<file path="config.mk">
export PLATFORM = sky130hd
export DESIGN_NAME = sram_frame_master_flat
export DESIGN_NICKNAME = d
export VERILOG_FILES = /design/src/rtl/sram_frame_master_if.sv /design/src/rtl/sram_frame_master.sv /design/src/flat_wrapper.sv
export SDC_FILE = /design/constraint.sdc
export NUM_CORES = 1
export LEC_CHECK = 0
export ABC_AREA = 1
export ABC_CLOCK_PERIOD_IN_PS = 2970
export CAP_MARGIN = 20
export CORE_AREA = 2 2 105 107
export CTS_CLUSTER_SIZE = 40
export DETAILED_ROUTE_END_ITERATION = 8
export DIE_AREA = 0 0 107 109
export PLACE_DENSITY = 0.74
export SYNTH_ARGS = -nofsm -noshare
export SYNTH_HDL_FRONTEND = slang
export SYNTH_SLANG_ARGS = --single-unit
</file>
<file path="constraint.sdc">
create_clock -name Clk -period 2.97 [get_ports Clk]
set_clock_uncertainty 0.05 [all_clocks]
set_input_delay 0.594 -clock Clk [delete_from_list [all_inputs] [get_ports Clk]]
set_output_delay 0.594 -clock Clk [all_outputs]
set_load 0.05 [all_outputs]
</file>
<file path="src/rtl/sram_frame_master_if.sv">
// Stream and SRAM signal bundle for sram_frame_master.
// master: the frame master itself; slave: the surrounding producer, consumer and SRAM.
interface sram_frame_master_if #(
    parameter int A_WIDTH = 17,
    parameter int D_WIDTH = 8
);
    logic               Wr_Valid;
    logic               Wr_Ready;
    logic [D_WIDTH-1:0] Wr_Data;
    logic               Rd_Start;
    logic               Rd_Valid;
    logic               Rd_Ready;
    logic [D_WIDTH-1:0] Rd_Data;
    logic               Rd_Last;
    logic               Busy;
    logic               Frame_Done;
    logic               Sram_En;
    logic               Sram_RW;
    logic [A_WIDTH-1:0] Sram_Addr;
    logic [D_WIDTH-1:0] Sram_Din;
    logic [D_WIDTH-1:0] Sram_Dout;

    modport master (
        input  Wr_Valid, Wr_Data, Rd_Start, Rd_Ready, Sram_Dout,
        output Wr_Ready, Rd_Valid, Rd_Data, Rd_Last, Busy, Frame_Done,
               Sram_En, Sram_RW, Sram_Addr, Sram_Din
    );

    modport slave (
        output Wr_Valid, Wr_Data, Rd_Start, Rd_Ready, Sram_Dout,
        input  Wr_Ready, Rd_Valid, Rd_Data, Rd_Last, Busy, Frame_Done,
               Sram_En, Sram_RW, Sram_Addr, Sram_Din
    );
endinterface

</file>
<file path="src/rtl/sram_frame_master.sv">
// Frame master for the single-port pixel SRAM: stores one raster frame from the
// write stream at linear addresses, then on command streams it back in raster
// order. Reads run ahead of the consumer into a 4-entry buffer so the SRAM's
// one-cycle read latency and zero-when-idle data never reach the read stream.
module sram_frame_master #(
    parameter int A_WIDTH = 17,
    parameter int D_WIDTH = 8,
    parameter int IMG_W   = 320,
    parameter int IMG_H   = 240
) (
    input  logic                Clk,
    input  logic                Rst_n,
    sram_frame_master_if.master bus
);
    localparam int NPIX  = IMG_W * IMG_H;
    localparam int DEPTH = 4;
    localparam logic [A_WIDTH-1:0] LAST_ADDR = A_WIDTH'(NPIX - 1);

    typedef enum logic [1:0] {IDLE = 2'd0, WR = 2'd1, RD = 2'd2} state_t;

    state_t             state_reg;
    logic [A_WIDTH-1:0] wr_cnt_reg;
    logic [A_WIDTH-1:0] rd_cnt_reg;
    logic               rd_all_issued_reg;  // final address already requested
    logic               issue_last_reg;     // read launched last edge targets the final address
    logic               pend_reg;           // SRAM data for an earlier read is on Sram_Dout now
    logic               pend_last_reg;
    logic               sram_en_reg;
    logic               sram_rw_reg;
    logic [A_WIDTH-1:0] sram_addr_reg;
    logic [D_WIDTH-1:0] sram_din_reg;
    logic               frame_done_reg;
    logic [D_WIDTH-1:0] buf_data_reg [DEPTH];
    logic               buf_last_reg [DEPTH];
    logic [1:0]         head_reg;
    logic [1:0]         tail_reg;
    logic [2:0]         occ_reg;

    logic       wr_ready;
    logic       wr_fire;
    logic       rd_valid;
    logic       pop;
    logic       issue_now;
    logic       rd_issue;
    logic [3:0] level;

    // Handshakes and read credit: buffered + in-flight after this edge must stay within DEPTH
    always_comb begin
        wr_ready  = ((state_reg == IDLE) && !bus.Rd_Start) || (state_reg == WR);
        wr_fire   = wr_ready && bus.Wr_Valid;
        rd_valid  = (occ_reg != 3'd0);
        pop       = rd_valid && bus.Rd_Ready;
        issue_now = sram_en_reg && !sram_rw_reg;
        level     = 4'(occ_reg) + 4'(issue_now) + 4'(pend_reg) - 4'(pop);
        rd_issue  = (state_reg == RD) && !rd_all_issued_reg && (level < 4'(DEPTH));
    end

    // Control FSM: mode selection, write beats, read issue and the registered SRAM command
    always_ff @(posedge Clk or negedge Rst_n) begin
        if (!Rst_n) begin
            state_reg         <= IDLE;
            wr_cnt_reg        <= '0;
            rd_cnt_reg        <= '0;
            rd_all_issued_reg <= 1'b0;
            issue_last_reg    <= 1'b0;
            pend_reg          <= 1'b0;
            pend_last_reg     <= 1'b0;
            sram_en_reg       <= 1'b0;
            sram_rw_reg       <= 1'b0;
            sram_addr_reg     <= '0;
            sram_din_reg      <= '0;
            frame_done_reg    <= 1'b0;
        end else begin
            sram_en_reg    <= 1'b0;
            frame_done_reg <= 1'b0;
            issue_last_reg <= 1'b0;
            pend_reg       <= issue_now;
            pend_last_reg  <= issue_last_reg;

            // Readback start wins over a waiting write beat (Wr_Ready is low then)
            if ((state_reg == IDLE) && bus.Rd_Start) begin
                state_reg         <= RD;
                rd_cnt_reg        <= '0;
                rd_all_issued_reg <= 1'b0;
            end

            if (wr_fire) begin
                sram_en_reg   <= 1'b1;
                sram_rw_reg   <= 1'b1;
                sram_addr_reg <= wr_cnt_reg;
                sram_din_reg  <= bus.Wr_Data;
                if (wr_cnt_reg == LAST_ADDR) begin
                    wr_cnt_reg     <= '0;
                    frame_done_reg <= 1'b1;
                    state_reg      <= IDLE;
                end else begin
                    wr_cnt_reg <= wr_cnt_reg + A_WIDTH'(1);
                    state_reg  <= WR;
                end
            end

            if (rd_issue) begin
                sram_en_reg    <= 1'b1;
                sram_rw_reg    <= 1'b0;
                sram_addr_reg  <= rd_cnt_reg;
                issue_last_reg <= (rd_cnt_reg == LAST_ADDR);
                if (rd_cnt_reg == LAST_ADDR) begin
                    rd_cnt_reg        <= '0;
                    rd_all_issued_reg <= 1'b1;
                end else begin
                    rd_cnt_reg <= rd_cnt_reg + A_WIDTH'(1);
                end
            end

            // The final pixel leaving the buffer closes the readback
            if ((state_reg == RD) && pop && buf_last_reg[head_reg]) begin
                state_reg         <= IDLE;
                frame_done_reg    <= 1'b1;
                rd_all_issued_reg <= 1'b0;
            end
        end
    end

    // Output buffer: capture returning SRAM data, release the head on a read handshake
    always_ff @(posedge Clk or negedge Rst_n) begin
        if (!Rst_n) begin
            for (int i = 0; i < DEPTH; i++) begin
                buf_data_reg[i] <= '0;
                buf_last_reg[i] <= 1'b0;
            end
            head_reg <= 2'd0;
            tail_reg <= 2'd0;
            occ_reg  <= 3'd0;
        end else begin
            if (pend_reg) begin
                buf_data_reg[tail_reg] <= bus.Sram_Dout;
                buf_last_reg[tail_reg] <= pend_last_reg;
                tail_reg               <= tail_reg + 2'd1;
            end
            if (pop) begin
                head_reg <= head_reg + 2'd1;
            end
            occ_reg <= occ_reg + 3'(pend_reg) - 3'(pop);
        end
    end

    assign bus.Wr_Ready   = wr_ready;
    assign bus.Rd_Valid   = rd_valid;
    assign bus.Rd_Data    = buf_data_reg[head_reg];
    assign bus.Rd_Last    = rd_valid && buf_last_reg[head_reg];
    assign bus.Busy       = (state_reg != IDLE);
    assign bus.Frame_Done = frame_done_reg;
    assign bus.Sram_En    = sram_en_reg;
    assign bus.Sram_RW    = sram_rw_reg;
    assign bus.Sram_Addr  = sram_addr_reg;
    assign bus.Sram_Din   = sram_din_reg;
endmodule

</file>
<file path="src/flat_wrapper.sv">
// flat-port wrapper written by rule: the top's interface ports become plain ports
module sram_frame_master_flat 
#(
    parameter int A_WIDTH = 17,
    parameter int D_WIDTH = 8,
    parameter int IMG_W   = 320,
    parameter int IMG_H   = 240
)
  (Clk, Rst_n, bus_Wr_Valid, bus_Wr_Data, bus_Rd_Start, bus_Rd_Ready, bus_Sram_Dout, bus_Wr_Ready, bus_Rd_Valid, bus_Rd_Data, bus_Rd_Last, bus_Busy, bus_Frame_Done, bus_Sram_En, bus_Sram_RW, bus_Sram_Addr, bus_Sram_Din);
  sram_frame_master_if #(.A_WIDTH(A_WIDTH), .D_WIDTH(D_WIDTH)) bus_i ();
  input  logic Clk;
  input  logic Rst_n;
  input wire logic [$bits(bus_i.Wr_Valid)-1:0] bus_Wr_Valid;
  input wire logic [$bits(bus_i.Wr_Data)-1:0] bus_Wr_Data;
  input wire logic [$bits(bus_i.Rd_Start)-1:0] bus_Rd_Start;
  input wire logic [$bits(bus_i.Rd_Ready)-1:0] bus_Rd_Ready;
  input wire logic [$bits(bus_i.Sram_Dout)-1:0] bus_Sram_Dout;
  output wire logic [$bits(bus_i.Wr_Ready)-1:0] bus_Wr_Ready;
  output wire logic [$bits(bus_i.Rd_Valid)-1:0] bus_Rd_Valid;
  output wire logic [$bits(bus_i.Rd_Data)-1:0] bus_Rd_Data;
  output wire logic [$bits(bus_i.Rd_Last)-1:0] bus_Rd_Last;
  output wire logic [$bits(bus_i.Busy)-1:0] bus_Busy;
  output wire logic [$bits(bus_i.Frame_Done)-1:0] bus_Frame_Done;
  output wire logic [$bits(bus_i.Sram_En)-1:0] bus_Sram_En;
  output wire logic [$bits(bus_i.Sram_RW)-1:0] bus_Sram_RW;
  output wire logic [$bits(bus_i.Sram_Addr)-1:0] bus_Sram_Addr;
  output wire logic [$bits(bus_i.Sram_Din)-1:0] bus_Sram_Din;
  assign bus_i.Wr_Valid = bus_Wr_Valid;
  assign bus_i.Wr_Data = bus_Wr_Data;
  assign bus_i.Rd_Start = bus_Rd_Start;
  assign bus_i.Rd_Ready = bus_Rd_Ready;
  assign bus_i.Sram_Dout = bus_Sram_Dout;
  assign bus_Wr_Ready = bus_i.Wr_Ready;
  assign bus_Rd_Valid = bus_i.Rd_Valid;
  assign bus_Rd_Data = bus_i.Rd_Data;
  assign bus_Rd_Last = bus_i.Rd_Last;
  assign bus_Busy = bus_i.Busy;
  assign bus_Frame_Done = bus_i.Frame_Done;
  assign bus_Sram_En = bus_i.Sram_En;
  assign bus_Sram_RW = bus_i.Sram_RW;
  assign bus_Sram_Addr = bus_i.Sram_Addr;
  assign bus_Sram_Din = bus_i.Sram_Din;
  sram_frame_master #(.A_WIDTH(A_WIDTH), .D_WIDTH(D_WIDTH), .IMG_W(IMG_W), .IMG_H(IMG_H)) u_core (.Clk(Clk), .Rst_n(Rst_n), .bus(bus_i));
endmodule
</file>
==> qor.txt <==
=====================================================================================
Status                                                                   finished, final reports clean
DRC violation count after routing                                                   0
Leak pwr                                                                      3.24 nW
Unique cell type count in the Yosys netlist                                        36
Maximum number of pins on one net before global-route repair                       59
Number of hold buffers added after cts                                              0
Flip-flop count of the largest register, all copies and words added                32
Post-synthesis adder-cell area fraction                                         2.52%
Footprint of the multi-input gates                                       0.00258 sq mm
Setup CP Type                                                              reg -> out
Number of synthesized flops with an enable pin                                      0
Detailed-router iteration count before antenna repair                               5
Number of instances in the synthesized netlist                                    732
Setup repair after global routing missed its margin                             false
Worst-case headroom to the max-slew limit                                       47.5%
Maximum fanout count along the critical path                                       11
Antenna violations before repair                                                    0
Sequential-to-total area share from yosys stat                                  48.2%
First DRT Iteration DRCs                                                          339
Final WL                                                                 13,900 microns
Count of nets left with antenna violations after detail routing                     0
Uppermost metal layer occupied by signal nets                                    met4
Dpl cell area                                                            0.00647 sq mm
Ys flop type                                                             sky130_fd_sc_hd__dfrtp_1
Total routing usage reported by global routing                                  25.4%
Wire length the detailed router placed on met1                           6200 microns
CTS resizes                                                                         0
Switching part of the total power                                               37.0%
Total congestion overflow                                                           0
Initial core utilization                                                        54.3%
Share of synthesized area spent on multiplexers                                    0%
Library cell occupying the most area in the post-synthesis netlist       sky130_fd_sc_hd__dfrtp_1
CP startpoint kind                                                           register
Maximum level of the CTS H-tree                                                     3
Filler-free cell count of the finished design                                     929
Minimum hold slack                                                           0.165 ns
Post-synthesis share of cell area spent on and, or, nand and nor gates          31.1%
Flop pwr share                                                                  42.6%
Fill count                                                                        943
Final standard cell area without fillers                                 0.00668 sq mm
Fin. Hold Viols                                                                     0
Clock transition at path regs                                                 0.10 ns
Data arrival, critical path                                                   1.97 ns
Number of buffers on the longest clock path                                         2
Highest attainable clock frequency                                          0.383 GHz
# setup viols final                                                                 0
Top area cells in the synthesized netlist                                sky130_fd_sc_hd__dfrtp_1 (48%), sky130_fd_sc_hd__nand2_1 (13%), sky130_fd_sc_hd__nand3_1 (5.7%)
Crit path largest cell delay                                                  0.55 ns
Fraction of layout instances using a drive strength above 1                     8.11%
Main combinational cell family by area after synthesis                   simple AND/OR/NAND/NOR gates
Area overhead of the layout relative to synthesis                               16.0%
Total of warnings raised by yosys                                                   0
N_diodes                                                                            0
Width of the die                                                          107 microns
Met3 wirelength from detailed routing                                     825 microns
Worst min path class                                                      in -> async
# rows                                                                             38
XOR/XNOR share of the synthesized area                                          2.43%
Placer Congestion                                                               0.925
Total clock sinks                                                                 111
Average wire per cell in the routed design                               14.9 microns
Critical Path Source                                                     u_core.head_reg[1]
Count of buffers added by post-CTS timing repair for setup                          0
Kind of cell adding the most delay to the critical path                    flip-flops
Type of element capturing the critical path                              primary output
Buffers & Inverters on Critical Path                                                2
Most frequent cell after synthesis                                       sky130_fd_sc_hd__nand2_1
Worst path required time                                                      2.33 ns
Internal power                                                                2.36 mW
Ordered list of cells on the worst path                                  inv_1 > a21oi_1 > a22o_1 > a31oi_1 > buf_4
Number of vias per cell                                                          5.49
Port bufs                                                                          60
Transition at the pin with the smallest max-transition slack                 0.786 ns
Fraction of post-synthesis cell area in the top cell type by area               48.2%
Placed Cells incl. Taps                                                           913
Routed met2 length                                                       6630 microns
Synthesized area                                                         0.00576 sq mm
Die Ht                                                                    109 microns
Period utilisation layout                                                       88.0%
Insertion delay of the later-clocked pin in the worst-skew pair               0.38 ns
Synth Register Bits                                                               111
Fraction of the mapped netlist area in compound gates                           8.77%
Area of the core                                                         0.0106 sq mm
DIE AREA                                                                 0.0117 sq mm
Async S/R FF share, synth                                                        100%
Number of global-route vias before repair                                       4,905
Count of boundary I/O pins                                                         61
Total power after layout                                                      3.74 mW
Inserted Clock Buffers                                                              9
Power density normalized to cell area                                     560 mW/mm^2
Net count of the finished layout                                                  816
Sum Neg Setup Slack                                                              0 ns
Largest vdd supply drop                                                      0.398 mV
Fraction of power consumed by the clock network                                 25.8%
Wire length of the first global-routing pass                             23,400 microns
Post-layout minimum cycle time                                                2.61 ns
Slowest stage cell, crit path                                            sky130_fd_sc_hd__dfrtp_1
Final max-slew violation count                                                      0
Combinational cell fraction of total power                                      31.5%
Total via count after detailed routing                                          5,104
Sequential standard cell area                                            0.00278 sq mm
Max-capacitance violation count                                                     0
Clock tree from TritonCTS                                                         yes
Switching Power                                                               1.38 mW
Reg-to-Reg Start                                                         u_core.occ_reg[1]
HPWL Detailed                                                            9870 microns
Leading post-synthesis cells by instance count                           sky130_fd_sc_hd__nand2_1 (203), sky130_fd_sc_hd__dfrtp_1 (111), sky130_fd_sc_hd__nand3_1 (66), sky130_fd_sc_hd__o21ai_0 (64), sky130_fd_sc_hd__nor2_1 (63)
CTS Root Cell                                                            sky130_fd_sc_hd__clkbuf_8
Nets in the synthesized netlist                                                   764
Avg Cell Area, Syn                                                         7.87 sq um
=====================================================================================
-- cell families (layout without fill, tap and decap cells) --
logic type / count (synthesis) / after routing
AO/OA/AOI/OAI: 98 / 98
XOR/XNOR: 16 / 16
adder cells (fa/ha/maj): 11 / 11
buffers and inverters: 99 / 156
flip-flops: 111 / 111
AND/OR/NAND/NOR: 397 / 397
-- routing by layer --
layer | GRT usage [%] | up-vias
li1 | - | 2485
met1 | 33.7 | 2431
met2 | 42.1 | 170
met3 | 5.50 | 18
met4 | 7.61 | 0
met5 | 0 | -
-- area by class of cell --
cell class	instances	share of cell area (%)
Sequential cell	111	41.6
Clock buffer	13	2.53
Timing Repair Buffer	70	10.1
Multi-Input combinational cell	522	38.7
Tap cell	140	2.62
Clock inverter	3	0.599
Inverter	70	3.93
-- worst reg2reg max path, cell delays in order, from the launching register on --
cell	delay, ns
sky130_fd_sc_hd__dfrtp_1	0.43
sky130_fd_sc_hd__inv_1	0.11
sky130_fd_sc_hd__nand3_1	0.11
sky130_fd_sc_hd__nand2_1	0.10
sky130_fd_sc_hd__inv_1	0.05
sky130_fd_sc_hd__nand2_1	0.07
sky130_fd_sc_hd__o21ai_0	0.10
sky130_fd_sc_hd__ha_1	0.28
sky130_fd_sc_hd__nand3_1	0.08
sky130_fd_sc_hd__nand2_1	0.06
sky130_fd_sc_hd__nand2_1	0.08
sky130_fd_sc_hd__nand2_1	0.06
sky130_fd_sc_hd__nand2_1	0.10
sky130_fd_sc_hd__nand2_4	0.07
sky130_fd_sc_hd__nand3_4	0.07
sky130_fd_sc_hd__buf_4	0.23
sky130_fd_sc_hd__nand2_1	0.10
sky130_fd_sc_hd__nand2_1	0.07
sky130_fd_sc_hd__nand2_1	0.06
-- worst paths after layout --
path,end,slack [ns],cells after the start
max in group asynchronous,u_core.wr_cnt_reg[9],1.97,2
hold reg to reg,u_core.pend_last_reg,0.31,0
setup reg to reg,u_core.bus.Sram_Addr[11],0.60,18
min in group Clk,u_core.pend_last_reg,0.31,0
setup / recovery,bus_Rd_Last,0.36,5
hold / removal,u_core.buf_data_reg[25],0.16,1
-- power groups by stage --
stage / logic, mW / clock network [mW] / registers [mW]
floorplan: 0.834 / 0 / 1.60
detailed placement: 1.17 / 0 / 1.62
global route: 1.28 / 1.05 / 1.60
CTS: 1.18 / 0.984 / 1.59
global placement: 1.15 / 0 / 1.62
finish: 1.18 / 0.967 / 1.59
-- metrics by stage --
stage	setup WS, ns	util [%]
after floorplan	0.221	-
after CTS	0.352	63.0
after detailed placement	0.217	61.1
final	0.357	63.0
after global placement	0.291	61.1
after global routing	0.194	63.0
-- cell usage in the layout, fill, tap and decap left out, types with 15 or more instances in the layout --
cell	n
sky130_fd_sc_hd__nand3_1	66
sky130_fd_sc_hd__dfrtp_1	111
sky130_fd_sc_hd__nor2_1	63
sky130_fd_sc_hd__o21ai_1	17
sky130_fd_sc_hd__buf_4	19
sky130_fd_sc_hd__inv_1	59
sky130_fd_sc_hd__nand2_1	203
sky130_fd_sc_hd__nand4_1	28
sky130_fd_sc_hd__nor3_1	15
sky130_fd_sc_hd__o21ai_0	64
sky130_fd_sc_hd__clkdlybuf4s50_1	49
Note: power is estimated with default switching activity, not from simulation.
